`config.mk`:
```
export PLATFORM = sky130hd
export DESIGN_NAME = auth_rx
export DESIGN_NICKNAME = d
export VERILOG_FILES = /design/src/rtl/auth_rx.sv
export SDC_FILE = /design/constraint.sdc
export NUM_CORES = 1
export LEC_CHECK = 0
export ABC_AREA = 1
export CAP_MARGIN = 20
export CORE_MARGIN = 5
export CORE_UTILIZATION = 50
export DETAILED_ROUTE_END_ITERATION = 8
export PLACE_DENSITY_LB_ADDON = 0.2
export SYNTH_ARGS = -nofsm -noshare
export SYNTH_HDL_FRONTEND = slang
export SYNTH_SLANG_ARGS = --single-unit
export TNS_END_PERCENT = 5
```
`constraint.sdc`:
```
create_clock -name clk -period 4.2 [get_ports clk]
set_input_delay 0.84 -clock clk [delete_from_list [all_inputs] [get_ports clk]]
set_output_delay 0.84 -clock clk [all_outputs]
set_load 0.01 [all_outputs]
```
`src/rtl/auth_rx.sv`:
```
// auth_rx: 8N1 serial command receiver plus power authorization FSM.
// Ports: clk, RST (async, active-high), RX (serial in), rider_off (load
// cells report no rider); pwr_up (balance enable), rx_data (last good
// byte), rx_rdy (new-byte pulse), frm_err (bad-stop-bit pulse).
module auth_rx #(
    parameter int BAUD_DIV = 5208
) (
    input  logic       clk,
    input  logic       RST,
    input  logic       RX,
    input  logic       rider_off,
    output logic       pwr_up,
    output logic [7:0] rx_data,
    output logic       rx_rdy,
    output logic       frm_err
);

    localparam int CW = $clog2(BAUD_DIV);
    localparam logic [CW-1:0] HALF_M1 = CW'(BAUD_DIV / 2 - 1);
    localparam logic [CW-1:0] FULL_M1 = CW'(BAUD_DIV - 1);
    localparam logic [7:0] CMD_GO = 8'h47;
    localparam logic [7:0] CMD_STOP = 8'h53;

    typedef enum logic {
        RX_IDLE,
        RX_RCV
    } rx_state_e;

    typedef enum logic [1:0] {
        AUTH_OFF,
        AUTH_PWR1,
        AUTH_PWR2
    } auth_state_e;

    logic rx_meta_q;
    logic rx_s_q;
    logic rx_prev_q;
    logic fall;

    rx_state_e rx_st_q, rx_st_d;
    logic [CW-1:0] baud_q, baud_d;
    logic [3:0] bit_q, bit_d;
    logic [8:0] shreg_q, shreg_d;
    logic [7:0] data_q, data_d;
    logic rdy_q, rdy_d;
    logic ferr_q, ferr_d;

    auth_state_e auth_q, auth_d;
    logic pwr_q;

    // Synchronizer and edge flops idle high so reset never fakes a start bit.
    always_ff @(posedge clk or posedge RST) begin
        if (RST) begin
            rx_meta_q <= 1'b1;
            rx_s_q    <= 1'b1;
            rx_prev_q <= 1'b1;
        end else begin
            rx_meta_q <= RX;
            rx_s_q    <= rx_meta_q;
            rx_prev_q <= rx_s_q;
        end
    end

    assign fall = rx_prev_q & ~rx_s_q;

    always_ff @(posedge clk or posedge RST) begin
        if (RST) begin
            rx_st_q <= RX_IDLE;
            baud_q  <= '0;
            bit_q   <= '0;
            shreg_q <= '0;
            data_q  <= '0;
            rdy_q   <= 1'b0;
            ferr_q  <= 1'b0;
        end else begin
            rx_st_q <= rx_st_d;
            baud_q  <= baud_d;
            bit_q   <= bit_d;
            shreg_q <= shreg_d;
            data_q  <= data_d;
            rdy_q   <= rdy_d;
            ferr_q  <= ferr_d;
        end
    end

    // The shift register is seeded with a marker in bit 8; after the eight
    // data samples the marker sits in bit 0, flagging a complete byte.
    always_comb begin
        rx_st_d = rx_st_q;
        baud_d  = baud_q;
        bit_d   = bit_q;
        shreg_d = shreg_q;
        data_d  = data_q;
        rdy_d   = 1'b0;
        ferr_d  = 1'b0;
        unique case (rx_st_q)
            RX_IDLE: begin
                if (fall) begin
                    rx_st_d = RX_RCV;
                    baud_d  = HALF_M1;
                    bit_d   = 4'd0;
                    shreg_d = 9'h100;
                end
            end
            RX_RCV: begin
                if (baud_q != '0) begin
                    baud_d = baud_q - 1'b1;
                end else begin
                    baud_d = FULL_M1;
                    bit_d  = bit_q + 4'd1;
                    if (bit_q == 4'd0) begin
                        if (rx_s_q) begin
                            rx_st_d = RX_IDLE;
                        end
                    end else if (bit_q == 4'd9) begin
                        rx_st_d = RX_IDLE;
                        if (rx_s_q) begin
                            if (shreg_q[0]) begin
                                data_d = shreg_q[8:1];
                            end
                            rdy_d = shreg_q[0];
                        end else begin
                            ferr_d = 1'b1;
                        end
                    end else begin
                        shreg_d = {rx_s_q, shreg_q[8:1]};
                    end
                end
            end
        endcase
    end

    always_ff @(posedge clk or posedge RST) begin
        if (RST) begin
            auth_q <= AUTH_OFF;
            pwr_q  <= 1'b0;
        end else begin
            auth_q <= auth_d;
            pwr_q  <= (auth_q != AUTH_OFF);
        end
    end

    // PWR2 is "stop requested, rider still on": it drops to OFF as soon as
    // the rider leaves, unless a fresh go command arrives that same cycle.
    always_comb begin
        auth_d = auth_q;
        case (auth_q)
            AUTH_OFF: begin
                if (rdy_q && data_q == CMD_GO) begin
                    auth_d = AUTH_PWR1;
                end
            end
            AUTH_PWR1: begin
                if (rdy_q && data_q == CMD_STOP) begin
                    auth_d = rider_off ? AUTH_OFF : AUTH_PWR2;
                end
            end
            AUTH_PWR2: begin
                if (rdy_q && data_q == CMD_GO) begin
                    auth_d = AUTH_PWR1;
                end else if (rider_off) begin
                    auth_d = AUTH_OFF;
                end
            end
            default: auth_d = AUTH_OFF;
        endcase
    end

    assign pwr_up  = pwr_q;
    assign rx_data = data_q;
    assign rx_rdy  = rdy_q;
    assign frm_err = ferr_q;

endmodule

```
[Yosys cells after proc, flatten, opt, wreduce, memory -nomap -nowiden]
Index checks and enable logic that the tools add are counted.
Storage, ports and cells
  logic and storage cells: 73
  register bits after elaboration: 43
Operators by class
  reductions and logical operators: 10
  multiplexer cells: 32
  add/subtract/negate cells: 2
  eq/ne operators: 12
  bitwise gates (word level): 5
Operators by type and width (count)
  $mux 9: 4
  $mux 13: 2
  $pmux 13 s2: 1
  $pmux 9 s2: 1
  $eq 8x7->1 const B: 2
  $mux 1: 14
  $reduce_bool 13->1: 1
  $sub 13x1->13 const B: 1
  $ne 2x2->1 const B: 6
  $mux 2: 5
  $mux 4: 2
  $pmux 4 s2: 1
  $pmux 2 s3: 1
  $reduce_and 6->1: 1
  $add 4x1->4 const B: 1
  $eq 4x4->1 const B: 1
  $logic_not 4->1: 1
  $not 1->1: 4
  $reduce_and 4->1: 1
  $ne 3x3->1 const B: 1
  $reduce_and 3->1: 1
  $eq 2x1->1 const B: 1
  $eq 2x2->1 const B: 1
  $logic_and 1x1->1: 2
  5 further kinds: 5

[Depth between registers and ports, before layout]
  word-level depth: 5
  depth in mapped cells: 11
  mapped depth without buffers: 11

[Worst setup path before layout]
Ideal clock, no wire load.
  kind: register -> register
  from: register baud_q[0]
  to: register data_q[0], in the netlist rx_data[0]
  slack: 2.753 ns
  data arrival time: 1.382 ns
  required time: 4.135 ns
  cell stages (with the launch flop): 12
  path buffers: 1
  path through: dfrtp_1 > inv_1 > ha_1 > inv_1 > nor2_1 > nand2_1 > nor2_2 > nand3_2 > buf_6 > nor2_8 > nand3_1 > nand2_1
On the way
  cells in the longest elaborated chain, start to end: 3
Ends and longest elaborated chain
  start, declared: line 41  | logic [CW-1:0] baud_q, baud_d;
  start signal, assigned: line 77  | baud_q <= baud_d;
  $reduce_bool 13->1: line 106  | if (baud_q != '0) begin
  $not 1->1 (no source line)
  $reduce_and 6->1 (no source line)
  end signal, assigned: line 80  | data_q <= data_d;
  end, declared: line 44  | logic [7:0] data_q, data_d;
No other way between the ends.
A chain may end at the register's enable or synchronous reset.

[Final worst setup path]
  from: register data_q[3], in the netlist rx_data[3]
  to: output rx_data[3]
RTL lines
  end, declared: line 13  | output logic [7:0] rx_data,
No word-level cell between the ends.

==> flow_metrics.py <==
metrics = {
    "outcome": {
        "outcome": "finished, final reports clean",
    },
    "timing": {
        "hold_viol": 0,
        "post-route-period-util_pct": 50.0,
        "slew_headroom_pct": 48.2,
        "tns_ns": 0,
        "tightest_slew_ns": 0.772,
        "min_period_ns": 2.10,
        "finalMaxSlewViolations": 0,
        "clock.fmax_mhz": 477,
        "rsz0062_at_grt": "false",
        "fin_skew_ns": 0.00888,
        "worst_hold_slack_ns": 0.357,
        "setup_viol": 0,
    },
    "grt": {
        "grt_max_degree": 24,
        "antenna_found_initial": 0,
        "grt_pass1_vias": 1540,
        "grtUsageTotal_pct": 15.9,
        "grt_remaining_overflow": 0,
        "grt_pass1_wl_um": 6860,
    },
    "synth": {
        "synthFlopType": "dfrtp_1",
        "seq_area_frac_synth_pct": 50.4,
        "syn_inst": 266,
        "synth.avg_cell_area_sq_um": 8.05,
        "netlist_area_sq_um": 2140,
        "synth-seq-cells": 43,
        "synth_top_cell_by_area": "dfrtp_1",
        "synth_fp_nets": 275,
        "synth_async_sr_flop_share_pct": 100,
        "synth_common_cells": "88 x nand2_1, 40 x dfrtp_1, 31 x inv_1",
        "synth_cell_types": 27,
        "synthTopCellsByArea": "dfrtp_1 47%, nand2_1 15%, nand3_1 5.8%",
        "synth_edf_count": 0,
        "synth.most_common_cell": "nand2_1",
        "synth_top_area_share_pct": 46.7,
        "yosys_warnings": 0,
    },
    "power_and_ir_drop": {
        "seqPwrFrac_pct": 45.2,
        "swShare_pct": 32.3,
        "combPwrFrac_pct": 24.4,
        "ir_drop_mv": 0.298,
        "internal_power_mw": 0.845,
        "cellPowerDensity_nw_per_um2": 505,
        "p_switching_mw": 0.402,
        "clockPowerShare_pct": 30.5,
        "p_total_mw": 1.25,
        "leakagePower_nw": 1.28,
    },
    "worst_setup_path": {
        "path_cells": "clkdlybuf4s50_1",
        "critPathSlowestCell": "clkdlybuf4s50_1",
        "reg2regPathDepth": 10,
        "path_delay_family": "buffers and inverters",
        "cp-start-kind": "flop",
        "r2r-end": "shreg_q[0]",
        "cp.arrival_ns": 1.26,
        "critPathRequiredTime_ns": 3.36,
        "timing.rr.start": "baud_q[0]",
        "cp-end-kind": "primary output",
        "worstPathMaxFanout": 4,
        "cp_num_buf_inv": 1,
        "cp.depth": 1,
        "timing.setup.critical_path_class": "reg2out",
        "r2r_slack_ns": 2.31,
        "critPathMaxStageDelay_ns": 0.56,
    },
    "detailed_routing": {
        "first_pass_iters": 4,
        "drc_errors": 0,
        "vias": 1652,
        "drtIter0Drc": 58,
        "wire_per_inst_um": 12.2,
        "vias_per_cell": 4.90,
        "ant_nets": 0,
        "wl_um": 4110,
    },
    "place": {
        "postPlaceCellArea_sq_um": 2340,
        "dp_hpwl_um": 2980,
        "io_buffers": 14,
        "routabilityCongestion": 0.835,
    },
    "die": {
        "core_area_sq_um": 4090,
        "num_rows": 23,
        "die_w_um": 75.5,
        "io_pins": 15,
        "design.die.area_sq_um": 5690,
        "die_y_um": 75.5,
        "start_util_pct": 52.4,
    },
    "cts": {
        "cts_max_level": 2,
        "clk_path_buf_depth": 2,
        "cts_tree": "built",
        "path_clk_slew_ns": 0.08,
        "clk_latency_ns": 0.30,
        "cts_root_buf": "clkbuf_8",
        "cts_inserted_buffers": 5,
        "clkSinkCount": 43,
        "ctsHoldBuffers": 0,
        "ctsResizeCount": 0,
        "post_cts_buffers": 0,
    },
    "min_path": {
        "min_from": "rx_meta_q",
        "hold_path_class": "reg2reg",
        "min_path_cells": 0,
        "holdPathEnd": "rx_s_q",
    },
    "finish": {
        "final_cell_area_sq_um": 2470,
        "post-route-util_pct": 60.4,
        "diodes": 0,
        "drive_gt1_share_pct": 6.97,
        "fin_nets": 295,
        "area_growth_pct": 15.2,
    },
    "flow_run": {
        "drv_cap": 0,
    },
}
## power by group through the flow
stage	sequential [mW]	combinational, mW	clock (mW)
2_1_floorplan	0.553	0.254	0
3_3_place_gp	0.572	0.294	0
3_5_place_dp	0.572	0.303	0
4_1_cts	0.564	0.306	0.386
5_1_grt	0.578	0.352	0.394
6_report	0.564	0.304	0.380
## how the worst max path moves through the flow
stage	start	slack (ns)	to
6_report	rx_data[3]	2.10	rx_data[3]
2_1_floorplan	RST	2.36	auth_q[0]
3_5_place_dp	RST	2.17	rx_meta_q
3_3_place_gp	RST	2.18	rx_meta_q
4_1_cts	rx_data[5]	2.09	rx_data[5]
5_1_grt	rx_data[3]	2.07	rx_data[3]
## stage by stage
stage / cells / worst slack [ns]
global route: 337 / 2.07
detailed placement: 329 / 2.17
CTS: 337 / 2.09
floorplan: 266 / 2.36
global placement: 329 / 2.18
finish: 337 / 2.10
## layout make-up
cell class	instances	area [sq um]
Multi-Input combinational cell	189	926
Sequential cell	43	1080
Fill cell	367	1620
Clock inverter	2	60.1
Timing Repair Buffer	15	148
Inverter	32	120
Tap cell	50	62.6
Clock buffer	6	72.6
## cell usage in the layout (no fill, tap or decap), drive strengths merged, types with 2 or more instances in the layout
cell,n
o21ai,8
xnor2,2
ha,5
nor2,32
bufinv,2
nand2,89
clkdlybuf4s50,14
clkbuf,6
dfstp,3
o211ai,2
a21oi,5
o22ai,3
nor3,4
nor3b,2
dfrtp,40
inv,31
xor2,6
nand3,26
## layer usage
metal / wire (um) / vias to the layer above / global-route usage (%)
li1: - / 877 / -
met1: 1990 / 752 / 21.2
met2: 1940 / 17 / 25.3
met3: 136 / 6 / 3.96
met4: 41 / 0 / 5.24
met5: 0 / - / 0
## sequential cells by signal, indices dropped and copies added, names as in the netlist
name / cells
baud_q: 13
shreg_q: 9
rx_data: 8
bit_q: 4
auth_q: 2
frm_err: 1
pwr_up: 1
rx_meta_q: 1
rx_prev_q: 1
rx_rdy: 1
rx_s_q: 1
rx_st_q: 1
## logic make-up (layout without fill, tap and decap cells)
kind of cell	after synthesis	count (layout)	synth area share, %
AND/OR/NAND/NOR	154	154	31.0
flip-flops	43	43	50.4
buffers and inverters	34	55	6.37
AO/OA/AOI/OAI	21	21	5.61
XOR/XNOR	8	8	3.27
adder cells (fa/ha/maj)	5	5	2.92
multiplexers	1	1	0.467
No activity file was read; power rests on OpenSTA's default activity.
